$ cat config.mk
export PLATFORM = sky130hd
export DESIGN_NAME = twinkle_player
export DESIGN_NICKNAME = d
export VERILOG_FILES = /design/src/rtl/twinkle_player.sv
export SDC_FILE = /design/constraint.sdc
export NUM_CORES = 1
export LEC_CHECK = 0
export CAP_MARGIN = 20
export CORE_MARGIN = 2
export CORE_UTILIZATION = 32
export CTS_CLUSTER_SIZE = 25
export DETAILED_ROUTE_END_ITERATION = 10
export HOLD_SLACK_MARGIN = 0.12
export PLACE_DENSITY = 0.56
export SLEW_MARGIN = 30
export SYNTH_ARGS = -nofsm -noshare
export SYNTH_HDL_FRONTEND = slang
export SYNTH_SLANG_ARGS = --single-unit
$ cat constraint.sdc
create_clock -name clk -period 4.06 [get_ports clk]
set_clock_uncertainty 0.15 [all_clocks]
set_input_delay 0.812 -clock clk [delete_from_list [all_inputs] [get_ports clk]]
set_output_delay 0.812 -clock clk [all_outputs]
set_load 0.02 [all_outputs]
$ cat src/rtl/twinkle_player.sv
// Plays "Twinkle Twinkle Little Star" (42 notes) by gating tone clocks onto a speaker pin.
// Define LOOP_EN to restart the melody directly after the last note while play stays high.
module twinkle_player #(
  parameter int BEAT_CYCLES = 50000000,
  parameter int GAP_CYCLES  = 5000000
) (
  input  logic       clk,
  input  logic       rst_n,
  input  logic       play,
  input  logic [7:0] note_clk,
  output logic       spk,
  output logic [5:0] note_idx,
  output logic [2:0] note_code,
  output logic       busy,
  output logic       done
);

  localparam logic [28:0] ONE_BEAT = 29'(BEAT_CYCLES);
  localparam logic [28:0] TWO_BEAT = 29'(2 * BEAT_CYCLES);
  localparam logic [28:0] GAP_LEN  = 29'(GAP_CYCLES);

  // Each entry is {code[2:0], len}; the seventh note of every phrase is held for two beats.
  localparam logic [3:0] MELODY [42] = '{
    4'h0, 4'h0, 4'h8, 4'h8, 4'hA, 4'hA, 4'h9,
    4'h6, 4'h6, 4'h4, 4'h4, 4'h2, 4'h2, 4'h1,
    4'h8, 4'h8, 4'h6, 4'h6, 4'h4, 4'h4, 4'h3,
    4'h8, 4'h8, 4'h6, 4'h6, 4'h4, 4'h4, 4'h3,
    4'h0, 4'h0, 4'h8, 4'h8, 4'hA, 4'hA, 4'h9,
    4'h6, 4'h6, 4'h4, 4'h4, 4'h2, 4'h2, 4'h1
  };

  typedef enum logic [1:0] {IDLE, TONE, GAP, FINISH} state_t;

  state_t      state;
  logic [28:0] cnt;
  logic [3:0]  cur_entry;
  logic [28:0] note_len;
  logic [28:0] tone_end;
  logic [28:0] note_end;
  logic        last_note;

  assign cur_entry = MELODY[note_idx];
  assign note_code = cur_entry[3:1];
  assign note_len  = cur_entry[0] ? TWO_BEAT : ONE_BEAT;
  assign tone_end  = note_len - GAP_LEN - 29'd1;
  assign note_end  = note_len - 29'd1;
  assign last_note = (note_idx == 6'd41);

  // The end of the final note wins over a simultaneous play drop so done is never lost there.
  always_ff @(posedge clk or negedge rst_n) begin
    if (!rst_n) begin
      state    <= IDLE;
      note_idx <= '0;
      cnt      <= '0;
      spk      <= 1'b0;
      busy     <= 1'b0;
      done     <= 1'b0;
    end else begin
      done <= 1'b0;
      case (state)
        IDLE: begin
          note_idx <= '0;
          cnt      <= '0;
          if (play) begin
            state <= TONE;
            busy  <= 1'b1;
            spk   <= note_clk[MELODY[0][3:1]];
          end else begin
            busy <= 1'b0;
            spk  <= 1'b0;
          end
        end

        TONE, GAP: begin
          if (state == GAP && cnt == note_end && last_note) begin
            done <= 1'b1;
            cnt  <= '0;
`ifdef LOOP_EN
            note_idx <= '0;
            if (play) begin
              state <= TONE;
              busy  <= 1'b1;
              spk   <= note_clk[MELODY[0][3:1]];
            end else begin
              state <= IDLE;
              busy  <= 1'b0;
              spk   <= 1'b0;
            end
`else
            state <= FINISH;
            busy  <= 1'b0;
            spk   <= 1'b0;
`endif
          end else if (!play) begin
            state    <= IDLE;
            note_idx <= '0;
            cnt      <= '0;
            busy     <= 1'b0;
            spk      <= 1'b0;
          end else if (state == GAP && cnt == note_end) begin
            state    <= TONE;
            note_idx <= note_idx + 6'd1;
            cnt      <= '0;
            spk      <= note_clk[MELODY[note_idx + 6'd1][3:1]];
          end else if (state == TONE && cnt == tone_end) begin
            state <= GAP;
            cnt   <= cnt + 29'd1;
            spk   <= 1'b0;
          end else begin
            cnt <= cnt + 29'd1;
            spk <= (state == TONE) ? note_clk[cur_entry[3:1]] : 1'b0;
          end
        end

        FINISH: begin
          spk  <= 1'b0;
          busy <= 1'b0;
          if (!play) begin
            state    <= IDLE;
            note_idx <= '0;
            cnt      <= '0;
          end
        end

        default: begin
          state    <= IDLE;
          note_idx <= '0;
          cnt      <= '0;
          spk      <= 1'b0;
          busy     <= 1'b0;
        end
      endcase
    end
  end

endmodule
==> results of run 1 <==
-- registers in the layout (all words and copies together) (netlist names) --
register	cells
cnt	29
note_idx	6
state	2
busy	1
done	1
spk	1
-- cell type report --
cell class / instances / share of cell area
clock inverters: 3 / 0.01251
multi-input cells: 320 / 0.5663
repair buffers: 35 / 0.08298
clock buffers: 5 / 0.01811
flip-flops and latches: 40 / 0.2634
well taps: 136 / 0.04478
inverters: 12 / 0.01185
-- critical path: cells and delay by family (launching register included) --
family / cells / cell delay, ps
compound gates: 3 / 990
fa+ha+maj: 1 / 370
flops: 1 / 350
buf+inv: 2 / 820
-- stage by stage --
stage | total power (W) | setup WS [ps] | hold WS [ps] | std cells
final | 0.0009778 | 256.3 | 335.6 | 551
after detailed placement | 0.0006503 | 611.8 | 357.7 | 543
after global routing | 0.001027 | 105.6 | 375.4 | 551
after global placement | 0.0006485 | 567.3 | 345.5 | 543
after CTS | 0.0009928 | 253.3 | 380.1 | 551
after floorplan | 0.0005761 | 613.9 | 325.9 | 394
-- placed cells by master, fill, tap and decap left out, types with 3 or more instances in the layout --
| cell type | netlist | routed |
|---|---|---|
| sky130_fd_sc_hd__nand2b_1 | 7 | 7 |
| sky130_fd_sc_hd__nor4b_1 | 3 | 3 |
| sky130_fd_sc_hd__nor2_1 | 44 | 44 |
| sky130_fd_sc_hd__nand2_1 | 41 | 41 |
| sky130_fd_sc_hd__ha_1 | 15 | 15 |
| sky130_fd_sc_hd__nor4bb_1 | 3 | 3 |
| sky130_fd_sc_hd__nand4_1 | 6 | 6 |
| sky130_fd_sc_hd__dfrtp_1 | 40 | 40 |
| sky130_fd_sc_hd__a211oi_1 | 9 | 9 |
| sky130_fd_sc_hd__a311oi_1 | 3 | 3 |
| sky130_fd_sc_hd__nand3_1 | 19 | 19 |
| sky130_fd_sc_hd__and3_1 | 11 | 11 |
| sky130_fd_sc_hd__buf_4 | 0 | 14 |
| sky130_fd_sc_hd__a31oi_1 | 5 | 5 |
| sky130_fd_sc_hd__nor3_1 | 7 | 7 |
| sky130_fd_sc_hd__nor4_1 | 5 | 5 |
| sky130_fd_sc_hd__a21boi_0 | 4 | 4 |
| sky130_fd_sc_hd__nor2b_1 | 5 | 5 |
| sky130_fd_sc_hd__xor2_1 | 13 | 13 |
| sky130_fd_sc_hd__clkbuf_8 | 0 | 5 |
| sky130_fd_sc_hd__clkdlybuf4s50_1 | 0 | 21 |
| sky130_fd_sc_hd__or3_1 | 8 | 8 |
| sky130_fd_sc_hd__a21oi_1 | 12 | 12 |
| sky130_fd_sc_hd__inv_1 | 12 | 12 |
| sky130_fd_sc_hd__o31ai_1 | 8 | 8 |
| sky130_fd_sc_hd__and2_1 | 3 | 3 |
| sky130_fd_sc_hd__o21ai_1 | 5 | 5 |
| sky130_fd_sc_hd__nor3b_1 | 5 | 5 |
| sky130_fd_sc_hd__xnor2_1 | 14 | 14 |
| sky130_fd_sc_hd__mux2i_1 | 7 | 7 |
| sky130_fd_sc_hd__and4_1 | 3 | 3 |
| sky130_fd_sc_hd__o21ai_0 | 17 | 17 |
-- where the power goes --
part	switching (W)	leakage (nW)	total, W	internal, W
clock	0.000154	0.0583	0.000339	0.000185
combinational	0.000126	0.866	0.000211	0.0000854
sequential	0.0000127	0.554	0.000427	0.000415
total	0.000293	1.48	0.000978	0.000685
-- logic make-up (layout without fill, tap and decap cells) --
family	Yosys count	after routing	synth area share
AND/OR/NAND/NOR	185	185	0.3018
AO/OA/AOI/OAI	83	83	0.1853
flip-flops	40	40	0.3037
buffers and inverters	34	55	0.04328
XOR/XNOR	28	28	0.07859
adder cells (fa/ha/maj)	15	15	0.05695
multiplexers	9	9	0.03037
-- routing by layer --
layer | global-route usage | up-vias | wire [um]
li1 | - | 1464 | -
met1 | 0.1976 | 1377 | 3838
met2 | 0.2631 | 47 | 4056
met3 | 0.02783 | 7 | 230
met4 | 0.03429 | 0 | 93
met5 | 0 | - | 0
-- how the worst max path moves through the flow --
stage | from | end | cells past startpoint
2_1_floorplan | note_idx[0] | spk | 12
3_3_place_gp | note_idx[0] | note_code[0] | 6
3_5_place_dp | note_idx[0] | note_code[0] | 6
4_1_cts | note_idx[0] | note_code[0] | 6
5_1_grt | note_idx[0] | note_code[1] | 9
6_report | note_idx[0] | note_code[0] | 6
==> implementation parameters, run 1 <==
Parameter                              Value

Die
  Cell row count ... 37
  Floorplan die height ... approximately 110 um
  Core Area ... 10,140 um2
  Area of the die ... between 10,000 and 15,000 um2
  I/O pin total ... 23
  Starting density of the core ... 0.3251
  Horizontal die dimension ... between 100 and 150 um

GRT
  Wire length of the first global-routing pass ... 13,790 um
  Overall global routing resource usage ... 0.1525
  Maximum number of pins on one net before global-route repair ... 41
  Number of antenna violations at the first check in global routing ... 0
  Via count of the first global-routing pass ... approximately 2,800
  Congestion Overflow GR ... 0

Worst setup path
  Capturing point of the worst reg2reg path ... spk
  Setup CP Type ... flop to output pin
  Register-to-register path setup slack ... 680 ps
  CP Data Required Time ... ~3100 ps
  CP Launch Type ... flop
  Highest net fanout along the worst path ... 7
  FF-to-FF path depth ... 11
  Critical path, cell by cell ... inv_1, ha_1, a21boi_0, a221oi_1, o31ai_1, clkdlybuf4s50_1
  Worst Setup End Kind ... output pin
  Critical-path cell with the highest stage delay ... sky130_fd_sc_hd__clkdlybuf4s50_1
  Biggest cell delay along the critical path ... 750 ps
  Reg-to-reg critical path startpoint ... note_idx[1]
  Arrival time reported for the critical path endpoint ... 2840 ps

Clock network
  TritonCTS clock tree ... done
  Clock Sink Count ... 40
  Clock tree root buffer cell ... sky130_fd_sc_hd__clkbuf_8
  Number of setup buffers added after CTS ... 0
  Maximum clock insertion buffer count ... 2
  Insertion delay to the later sink of the worst-skew pair ... 310 ps
  CTS HTree Levels ... 2
  Number of gates given a new drive strength after cts ... 0
  TritonCTS buffer count ... 5
  Count of hold buffers inserted by post-cts repair ... 0
  Clock transition at the register clock pins on the worst setup and hold paths after CTS ... approximately 90 ps

Logic synthesis
  Most used DFF post-synth ... sky130_fd_sc_hd__dfrtp_1
  Post-synthesis net count ... between 400 and 500
  EDFF count, synth ... 0
  Commonest cells post-synth ... sky130_fd_sc_hd__nor2_1, sky130_fd_sc_hd__nand2_1, sky130_fd_sc_hd__dfrtp_1, sky130_fd_sc_hd__nand3_1, sky130_fd_sc_hd__o21ai_0
  Yosys top cell by area ... sky130_fd_sc_hd__dfrtp_1
  Number of synthesized register bits ... 40
  Gate count of the mapped netlist ... 394
  Synthesis warning total ... 0
  Post-synthesis instance area ... 3296 um2
  Avg Inst Size Synth ... 8.365 um2
  Most frequent cell after synthesis ... sky130_fd_sc_hd__nor2_1
  Yosys top cell area share ... 0.3037
  Sequential-to-total area share from yosys stat ... 0.3037
  Number of library cell types mapped by synthesis ... 64
  Cell types with the largest area share after synthesis ... sky130_fd_sc_hd__dfrtp_1, sky130_fd_sc_hd__ha_1, sky130_fd_sc_hd__nor2_1
  Share of async-settable or async-resettable flops after synthesis ... 1.000

Timing
  Count of endpoints failing hold in the final timing report ... 0
  Setup repair after global routing missed its margin ... false
  Shortest period the worst path allows ... 3804 ps
  Total negative setup slack ... 0 ps
  Final clock period utilization by the worst path ... 0.9369
  Number of max-slew violations in the final report ... 0
  Slew headroom ... 0.4806
  Tightest Pin Transition ... 772.4 ps
  Total setup violations reported at the end of the flow ... 0
  Max Clk Rate ... 262.9 MHz

Place
  Area of placed instances ... 3681 um2
  Final estimated routing congestion in global placement ... 0.8204
  DP HPWL ... 6149 um
  Count of buffers inserted at the top-level ports ... 22

Cells and area
  Layout cells sized above 1 ... 0.08675
  Fin util ... 0.3748
  Count of antenna diodes in the layout ... 0
  Final layout net count ... between 400 and 500
  Layout overhead on the synthesized area ... 15.30%
  Number of inserted filler cells in the final layout ... about 1,100
  Final Instance Area ... 3800 um2
  Area taken by flip-flops and latches ... 1001 um2
  Area of combinational cells with multiple inputs ... 2152 um2

Power
  Peak supply drop ... 0.1216 mV
  Static power due to leakage ... 1.479 nW
  Power per Cell Area ... about 260 nW/um2

Routing
  Via/cell ratio ... 5.254
  Number of antenna-violating nets in the routed design ... 0
  Number of DRC violations after detailed-routing iteration 0 ... 145
  Wirelength per Cell ... 14.91 um
  Detailed-route via count ... 2,895
  Post-route DRC violation count ... 0
  Detailed-route wire length ... 8218 um
  Number of detailed-routing iterations run before antenna repair ... 5

Run status
  Run status ... completed

Worst hold path
  Worst min path class ... input port to async pin

Job
  Max-Cap Viols ... 0
Note: power is estimated with default switching activity, not from simulation.
==> inputs of run 2 (changes only) <==
--- a/config.mk
+++ b/config.mk
@@ -11,7 +11,6 @@
 export CTS_CLUSTER_SIZE = 25
 export DETAILED_ROUTE_END_ITERATION = 10
 export HOLD_SLACK_MARGIN = 0.12
-export PLACE_DENSITY = 0.56
 export SLEW_MARGIN = 30
 export SYNTH_ARGS = -nofsm -noshare
 export SYNTH_HDL_FRONTEND = slang
==> implementation parameters, run 2 (same netlist as run 1, synthesis figures left out) <==
Parameter                              Value

Run status
  Run status ... completed

Timing
  Count of endpoints failing hold in the final timing report ... 0 (unchanged)
  Number of max-slew violations in the final report ... 0 (unchanged)
  Final clock period utilization by the worst path ... 0.9392 (+0.002349)
  Shortest period the worst path allows ... 3813 ps (+9.536 ps)
  Slew headroom ... 0.4122 (-0.06850)
  Tightest Pin Transition ... 881.8 ps (+109.4 ps)
  Total negative setup slack ... 0 ps (unchanged)
  Setup slack after layout ... 246.8 ps (-9.536 ps)
  Final-layout worst hold slack ... 340.0 ps (+4.434 ps)
  Setup repair after global routing missed its margin ... false
  Max Clk Rate ... 262.2 MHz (-0.25%)
  Total setup violations reported at the end of the flow ... 0 (unchanged)

Routing
  Wirelength per Cell ... 14.98 um (+0.44%)
  Detailed-route wire length ... 8179 um (-0.47%)
  Number of antenna-violating nets in the routed design ... 0 (unchanged)
  Via/cell ratio ... 5.399 (+2.8%)
  Post-route DRC violation count ... 0 (unchanged)
  Number of detailed-routing iterations run before antenna repair ... 4 (-1)
  Detailed-route via count ... 2,948 (+1.8%)
  Number of DRC violations after detailed-routing iteration 0 ... 187 (+29%)

Clock network
  TritonCTS buffer count ... 5 (unchanged)
  Insertion delay to the later sink of the worst-skew pair ... 300 ps (about the same)
  Count of hold buffers inserted by post-cts repair ... 0 (unchanged)
  Maximum clock insertion buffer count ... 2 (unchanged)
  Clock transition at the register clock pins on the worst setup and hold paths after CTS ... 80 ps (about the same)
  Number of setup buffers added after CTS ... 0 (unchanged)
  TritonCTS clock tree ... done
  Clock Sink Count ... 40 (unchanged)
  CTS HTree Levels ... 2 (unchanged)
  Clock tree root buffer cell ... sky130_fd_sc_hd__clkbuf_8

Worst setup path
  Critical path, cell by cell ... ha_1, inv_1, ha_1, nor2b_1, a211oi_1, o31ai_2, clkdlybuf4s50_1
  Highest net fanout along the worst path ... 16 (+9)
  Arrival time reported for the critical path endpoint ... 2850 ps (about the same)
  Biggest cell delay along the critical path ... 690 ps (-60 ps)
  Most frequent CP cell ... sky130_fd_sc_hd__ha_1
  CP Data Required Time ... 3100 ps (about the same)
  Setup CP Type ... flop to output pin
  CP Launch Type ... flop
  Critical-path cell with the highest stage delay ... sky130_fd_sc_hd__clkdlybuf4s50_1
  Worst Setup End Kind ... output pin

Die
  I/O pin total ... 23 (unchanged)
  Floorplan die height ... 105.5 um (unchanged)
  Area of the die ... 11,130 um2 (unchanged)
  Horizontal die dimension ... 105.5 um (unchanged)
  Core Area ... 10,140 um2 (unchanged)
  Cell row count ... 37 (unchanged)
  Starting density of the core ... 0.3251 (unchanged)

Place
  Minimum setup slack after placement ... 261.3 ps (-350.5 ps)
  DP HPWL ... 6122 um (-0.44%)
  Area of placed instances ... 3651 um2 (-0.82%)
  Final estimated routing congestion in global placement ... 0.8402 (+2.4%)
  Count of buffers inserted at the top-level ports ... 22 (unchanged)

Cells and area
  Commonest cells after routing, fill and taps aside ... sky130_fd_sc_hd__nor2_1, sky130_fd_sc_hd__nand2_1, sky130_fd_sc_hd__dfrtp_1
  Final Instance Area ... 3794 um2 (-0.16%)
  Count of antenna diodes in the layout ... 0 (unchanged)
  Most common cell after layout, fill and taps aside ... sky130_fd_sc_hd__nor2_1
  Final layout net count ... 436 (-0.91%)
  Register containing the most flip-flops in the final layout ... cnt
  Fin util ... 0.3742 (-0.0006170)
  Largest register FFs ... 29 (unchanged)
  Biggest registers after layout ... cnt (29), note_idx (6), state (2)
  Layout cells sized above 1 ... 0.08293 (-0.003820)
  Layout overhead on the synthesized area ... 15.11%
  Number of inserted filler cells in the final layout ... 1,059 (-1.2%)

GRT
  Number of antenna violations at the first check in global routing ... 0 (unchanged)
  Wire length of the first global-routing pass ... 13,790 um (unchanged)
  Maximum number of pins on one net before global-route repair ... 41 (unchanged)
  Congestion Overflow GR ... 0 (unchanged)
  Overall global routing resource usage ... 0.1517 (-0.0007926)
  Via count of the first global-routing pass ... 2,853 (+1.8%)

Power
  Static power due to leakage ... 1.470 nW (-0.61%)
  Power per Cell Area ... 270.3 nW/um2 (+5.0%)
  Peak supply drop ... 0.1424 mV (+17%)

Worst hold path
  Worst min path class ... input port to async pin

Job
  Max-Cap Viols ... 0 (unchanged)
run 2: cell types whose count changed in the layout (fill, tap and decap cells not counted):
cell / change
sky130_fd_sc_hd__o31ai_2: +2
sky130_fd_sc_hd__buf_4: -4
sky130_fd_sc_hd__clkinv_4: -2
sky130_fd_sc_hd__dfrtp_1: -1
sky130_fd_sc_hd__bufinv_16: +1
sky130_fd_sc_hd__o31ai_1: -2
sky130_fd_sc_hd__dfrtp_2: +1
run 2: report_power, final:
| part | switching, W | internal [W] | leakage [nW] |
|---|---|---|---|
| logic | 0.000124 | 0.0000855 | 0.853 |
| clock network | 0.000145 | 0.000242 | 0.0642 |
| registers | 0.0000139 | 0.000415 | 0.553 |
run 2: timing repair:
action                                  in CTS  in global routing
gates resized for setup                      2                  1
gates cloned                                 0                  0
endpoints found under the setup margin       2                  3
pin swaps                                    0                  0
endpoints found under the hold margin        0                  0
run 2: through the flow:
stage	total power (W)	std cells
after floorplan	0.0005761	394
after global placement	0.0006464	539
after detailed placement	0.0006487	539
after CTS	0.001035	546
after global routing	0.001079	546
final	0.001025	546
run 2: layer usage:
metal  GRT usage  routed length (um)
met2      0.2627                4006
met3     0.02474                 246
met4     0.03810                 113
met1      0.1959                3813
met5           0                   0
run 2: cell type report:
type | instances | area, um2 | area share
multi-input cells | 320 | 2162 | 0.5699
clock buffers | 5 | 68.82 | 0.01814
clock inverters | 2 | 60.06 | 0.01583
flip-flops and latches | 40 | 1002 | 0.2642
repair buffers | 31 | 285.3 | 0.07520
well taps | 136 | 170.2 | 0.04485
inverters | 12 | 45.04 | 0.01187
run 2: worst max-delay path: cells and delay by family (launching register included):
| family | cells | cell delay [ps] |
|---|---|---|
| adders and majority gates | 2 | 630 |
| and+or+nand+nor | 1 | 110 |
| AOI/OAI and AO/OA | 2 | 480 |
| DFF | 1 | 530 |
| buffers and inverters | 2 | 810 |
run 2: path summary, 6_finish.rpt:
| check | from | to | slack [ps] | cells after the start |
|---|---|---|---|---|
| max | note_idx[0] | note_code[1] | 250 | 7 |
| min in group clk | cnt[1] | cnt[1] | 380 | 2 |
| min | rst_n | state[1] | 340 | 1 |
| max in group asynchronous | rst_n | note_idx[0] | 3040 | 1 |
| max reg2reg | note_idx[2] | spk | 600 | 10 |
| min reg2reg | cnt[1] | cnt[1] | 380 | 2 |
==> inputs of run 3 (changes only) <==
--- a/config.mk
+++ b/config.mk
@@ -5,13 +5,14 @@
 export SDC_FILE = /design/constraint.sdc
 export NUM_CORES = 1
 export LEC_CHECK = 0
+export ABC_AREA = 1
 export CAP_MARGIN = 20
 export CORE_MARGIN = 2
 export CORE_UTILIZATION = 32
 export CTS_CLUSTER_SIZE = 25
 export DETAILED_ROUTE_END_ITERATION = 10
 export HOLD_SLACK_MARGIN = 0.12
-export SLEW_MARGIN = 30
+export SLEW_MARGIN = 20
 export SYNTH_ARGS = -nofsm -noshare
 export SYNTH_HDL_FRONTEND = slang
 export SYNTH_SLANG_ARGS = --single-unit
==> implementation parameters, run 3 <==
Parameter                              Value

Logic synthesis
  Post-synthesis instance area ... 3294 um2 (about the same)
  Cell types with the largest area share after synthesis ... sky130_fd_sc_hd__dfrtp_1, sky130_fd_sc_hd__nand2_1, sky130_fd_sc_hd__nand3_1
  Synthesis warning total ... 0 (unchanged)
  Yosys top cell by area ... sky130_fd_sc_hd__dfrtp_1
  Commonest cells post-synth ... sky130_fd_sc_hd__nand2_1, sky130_fd_sc_hd__nand3_1, sky130_fd_sc_hd__inv_1, sky130_fd_sc_hd__dfrtp_1, sky130_fd_sc_hd__nor2_1
  Avg Inst Size Synth ... 6.669 um2 (-20%)
  Share of async-settable or async-resettable flops after synthesis ... 1.000 (unchanged)
  Number of synthesized register bits ... 40 (unchanged)
  Sequential-to-total area share from yosys stat ... 0.3038 (about the same)
  Number of library cell types mapped by synthesis ... 39 (-39%)
  Most used DFF post-synth ... sky130_fd_sc_hd__dfrtp_1
  EDFF count, synth ... 0 (unchanged)
  Post-synthesis net count ... 520 (+24%)
  Gate count of the mapped netlist ... 494 (+25%)
  Yosys top cell area share ... 0.3038 (about the same)
  Most frequent cell after synthesis ... sky130_fd_sc_hd__nand2_1

Routing
  Post-route DRC violation count ... 0 (unchanged)
  Detailed-route via count ... 3,258 (+11%)
  Detailed-route wire length ... 8500 um (+3.9%)
  Via/cell ratio ... 4.997 (-7.5%)
  Number of DRC violations after detailed-routing iteration 0 ... 152 (-19%)
  Number of detailed-routing iterations run before antenna repair ... 5 (+1)
  Number of antenna-violating nets in the routed design ... 0 (unchanged)
  Wirelength per Cell ... 13.04 um (-13%)

Timing
  Shortest period the worst path allows ... 3799 ps (-14.37 ps)
  Total negative setup slack ... 0 ps (unchanged)
  Number of max-slew violations in the final report ... 0 (unchanged)
  Count of endpoints failing hold in the final timing report ... 0 (unchanged)
  Slew headroom ... 0.3757 (-0.03649)
  Total setup violations reported at the end of the flow ... 0 (unchanged)
  Final clock period utilization by the worst path ... 0.9357 (-0.003538)
  Setup repair after global routing missed its margin ... false
  Max Clk Rate ... 263.2 MHz (+0.38%)
  Tightest Pin Transition ... 936.5 ps (+54.73 ps)

Die
  Floorplan die height ... 105.5 um (about the same)
  Area of the die ... 11,120 um2 (about the same)
  Starting density of the core ... 0.3249 (about the same)
  Cell row count ... 37 (unchanged)
  Horizontal die dimension ... 105.5 um (about the same)
  Core Area ... 10,140 um2 (unchanged)
  I/O pin total ... 23 (unchanged)

Cells and area
  Largest register FFs ... 29 (unchanged)
  Final Instance Area ... 3752 um2 (-1.1%)
  Layout cells sized above 1 ... 0.07752 (-0.005407)
  Commonest cells after routing, fill and taps aside ... sky130_fd_sc_hd__nand2_1, sky130_fd_sc_hd__nand3_1, sky130_fd_sc_hd__inv_1
  Most common cell after layout, fill and taps aside ... sky130_fd_sc_hd__nand2_1
  Count of antenna diodes in the layout ... 0 (unchanged)
  Layout overhead on the synthesized area ... 13.90%
  Biggest registers after layout ... cnt (29), note_idx (6), state (2)
  Final layout net count ... 541 (+24%)
  Register containing the most flip-flops in the final layout ... cnt

GRT
  Wire length of the first global-routing pass ... 14,540 um (+5.4%)
  Via count of the first global-routing pass ... 3,110 (+9.0%)
  Number of antenna violations at the first check in global routing ... 0 (unchanged)
  Overall global routing resource usage ... 0.1591 (+0.007467)
  Congestion Overflow GR ... 0 (unchanged)
  Maximum number of pins on one net before global-route repair ... 41 (unchanged)

Worst setup path
  Critical path, cell by cell ... inv_1, ha_1, nand2_1, nand2_1, o211ai_1, nand2_1, inv_1, clkdlybuf4s50_1
  Highest net fanout along the worst path ... 11 (-5)
  Biggest cell delay along the critical path ... 600 ps (-90 ps)
  Critical-path cell with the highest stage delay ... sky130_fd_sc_hd__clkdlybuf4s50_1
  Arrival time reported for the critical path endpoint ... 2840 ps (about the same)
  Reg-to-reg critical path startpoint ... note_idx[0]
  Worst Setup End Kind ... output pin
  Most frequent CP cell ... sky130_fd_sc_hd__nand2_1
  FF-to-FF path depth ... 13 (+3)
  CP Data Required Time ... 3100 ps (about the same)
  CP Launch Type ... flop
  Critical Path Start ... note_idx[0]
  Capturing point of the worst reg2reg path ... cnt[14]
  Register-to-register path setup slack ... 1040 ps (+440 ps)
  Setup CP Type ... flop to output pin

Clock network
  Insertion delay to the later sink of the worst-skew pair ... 310 ps (about the same)
  TritonCTS clock tree ... done
  Number of setup buffers added after CTS ... 0 (unchanged)
  TritonCTS buffer count ... 5 (unchanged)
  Clock transition at the register clock pins on the worst setup and hold paths after CTS ... 80 ps (about the same)
  Number of gates given a new drive strength after cts ... 0 (-2)
  Clock tree root buffer cell ... sky130_fd_sc_hd__clkbuf_8
  CTS HTree Levels ... 2 (unchanged)
  Maximum clock insertion buffer count ... 2 (unchanged)
  Clock Sink Count ... 40 (unchanged)
  Count of hold buffers inserted by post-cts repair ... 0 (unchanged)

Place
  Final estimated routing congestion in global placement ... 0.8681 (+3.3%)
  DP HPWL ... 6459 um (+5.5%)
  Count of buffers inserted at the top-level ports ... 22 (unchanged)
  Area of placed instances ... 3631 um2 (-0.55%)

Worst hold path
  Worst min-delay path startpoint ... cnt[4]
  Hold depth ... 1
  Worst Hold End ... cnt[4]
  Worst min path class ... flop to flop

Job
  Max-Cap Viols ... 0 (unchanged)

Power
  Peak supply drop ... 0.1750 mV (+23%)
  Power per Cell Area ... 341.7 nW/um2 (+26%)
  Static power due to leakage ... 1.764 nW (+20%)

Run status
  Run status ... completed
-- run 3: worst max-delay path by stage --
stage,to,depth (start not counted)
after global routing,note_code[0],8
after CTS,note_code[0],8
after global placement,note_code[0],8
final,note_code[0],8
after floorplan,note_code[0],7
after detailed placement,note_code[0],8
-- run 3: report_power, final --
| group | switching [W] | total (W) | internal, W |
|---|---|---|---|
| combinational | 0.000300 | 0.000464 | 0.000164 |
| sequential | 0.0000365 | 0.000462 | 0.000426 |
| clock | 0.000154 | 0.000356 | 0.000201 |
| total | 0.000491 | 0.00128 | 0.000791 |
-- run 3: final cells by class --
type | instances | area, um2
clock inverter | 2 | 38.79
inverter | 66 | 247.7
clock buffer | 6 | 82.58
timing repair buffer | 23 | 222.7
multi-input combinational | 379 | 1989
sequential | 40 | 1001
fill | 1086 | 6386
tap | 136 | 170.2
-- run 3: routing by layer --
layer,global-route usage,wire length (um),vias up
met5,0,0,-
met4,0.04476,119,0
met3,0.02474,252,11
met2,0.2696,4070,60
met1,0.2094,4057,1522
li1,-,-,1665
-- run 3: logic make-up after synthesis --
kind of cell,share of synthesized area
simple gates,0.4087
buf+inv,0.09229
compound gates,0.1117
flops,0.3038
fa+ha+maj,0.05697
xor+xnor,0.02659
-- run 3: worst max-delay path: cells and delay by family (launching register included) --
kind	cells	cell delay [ps]
fa+ha+maj	1	430
flops	1	560
simple gates	3	380
compound gates	1	280
buf+inv	3	880
-- run 3: through the flow --
stage	util	setup slack, ps	power (W)	instances	hold WS [ps]
after CTS	0.3701	252.8	0.001296	652	349.8
after global placement	0.3581	705.0	0.0009275	644	331.8
after detailed placement	0.3581	600.3	0.0009332	644	336.7
final	0.3701	261.2	0.001282	652	347.5
after floorplan	-	1223	0.0008021	494	310.8
after global routing	0.3701	20.73	0.001361	652	399.9
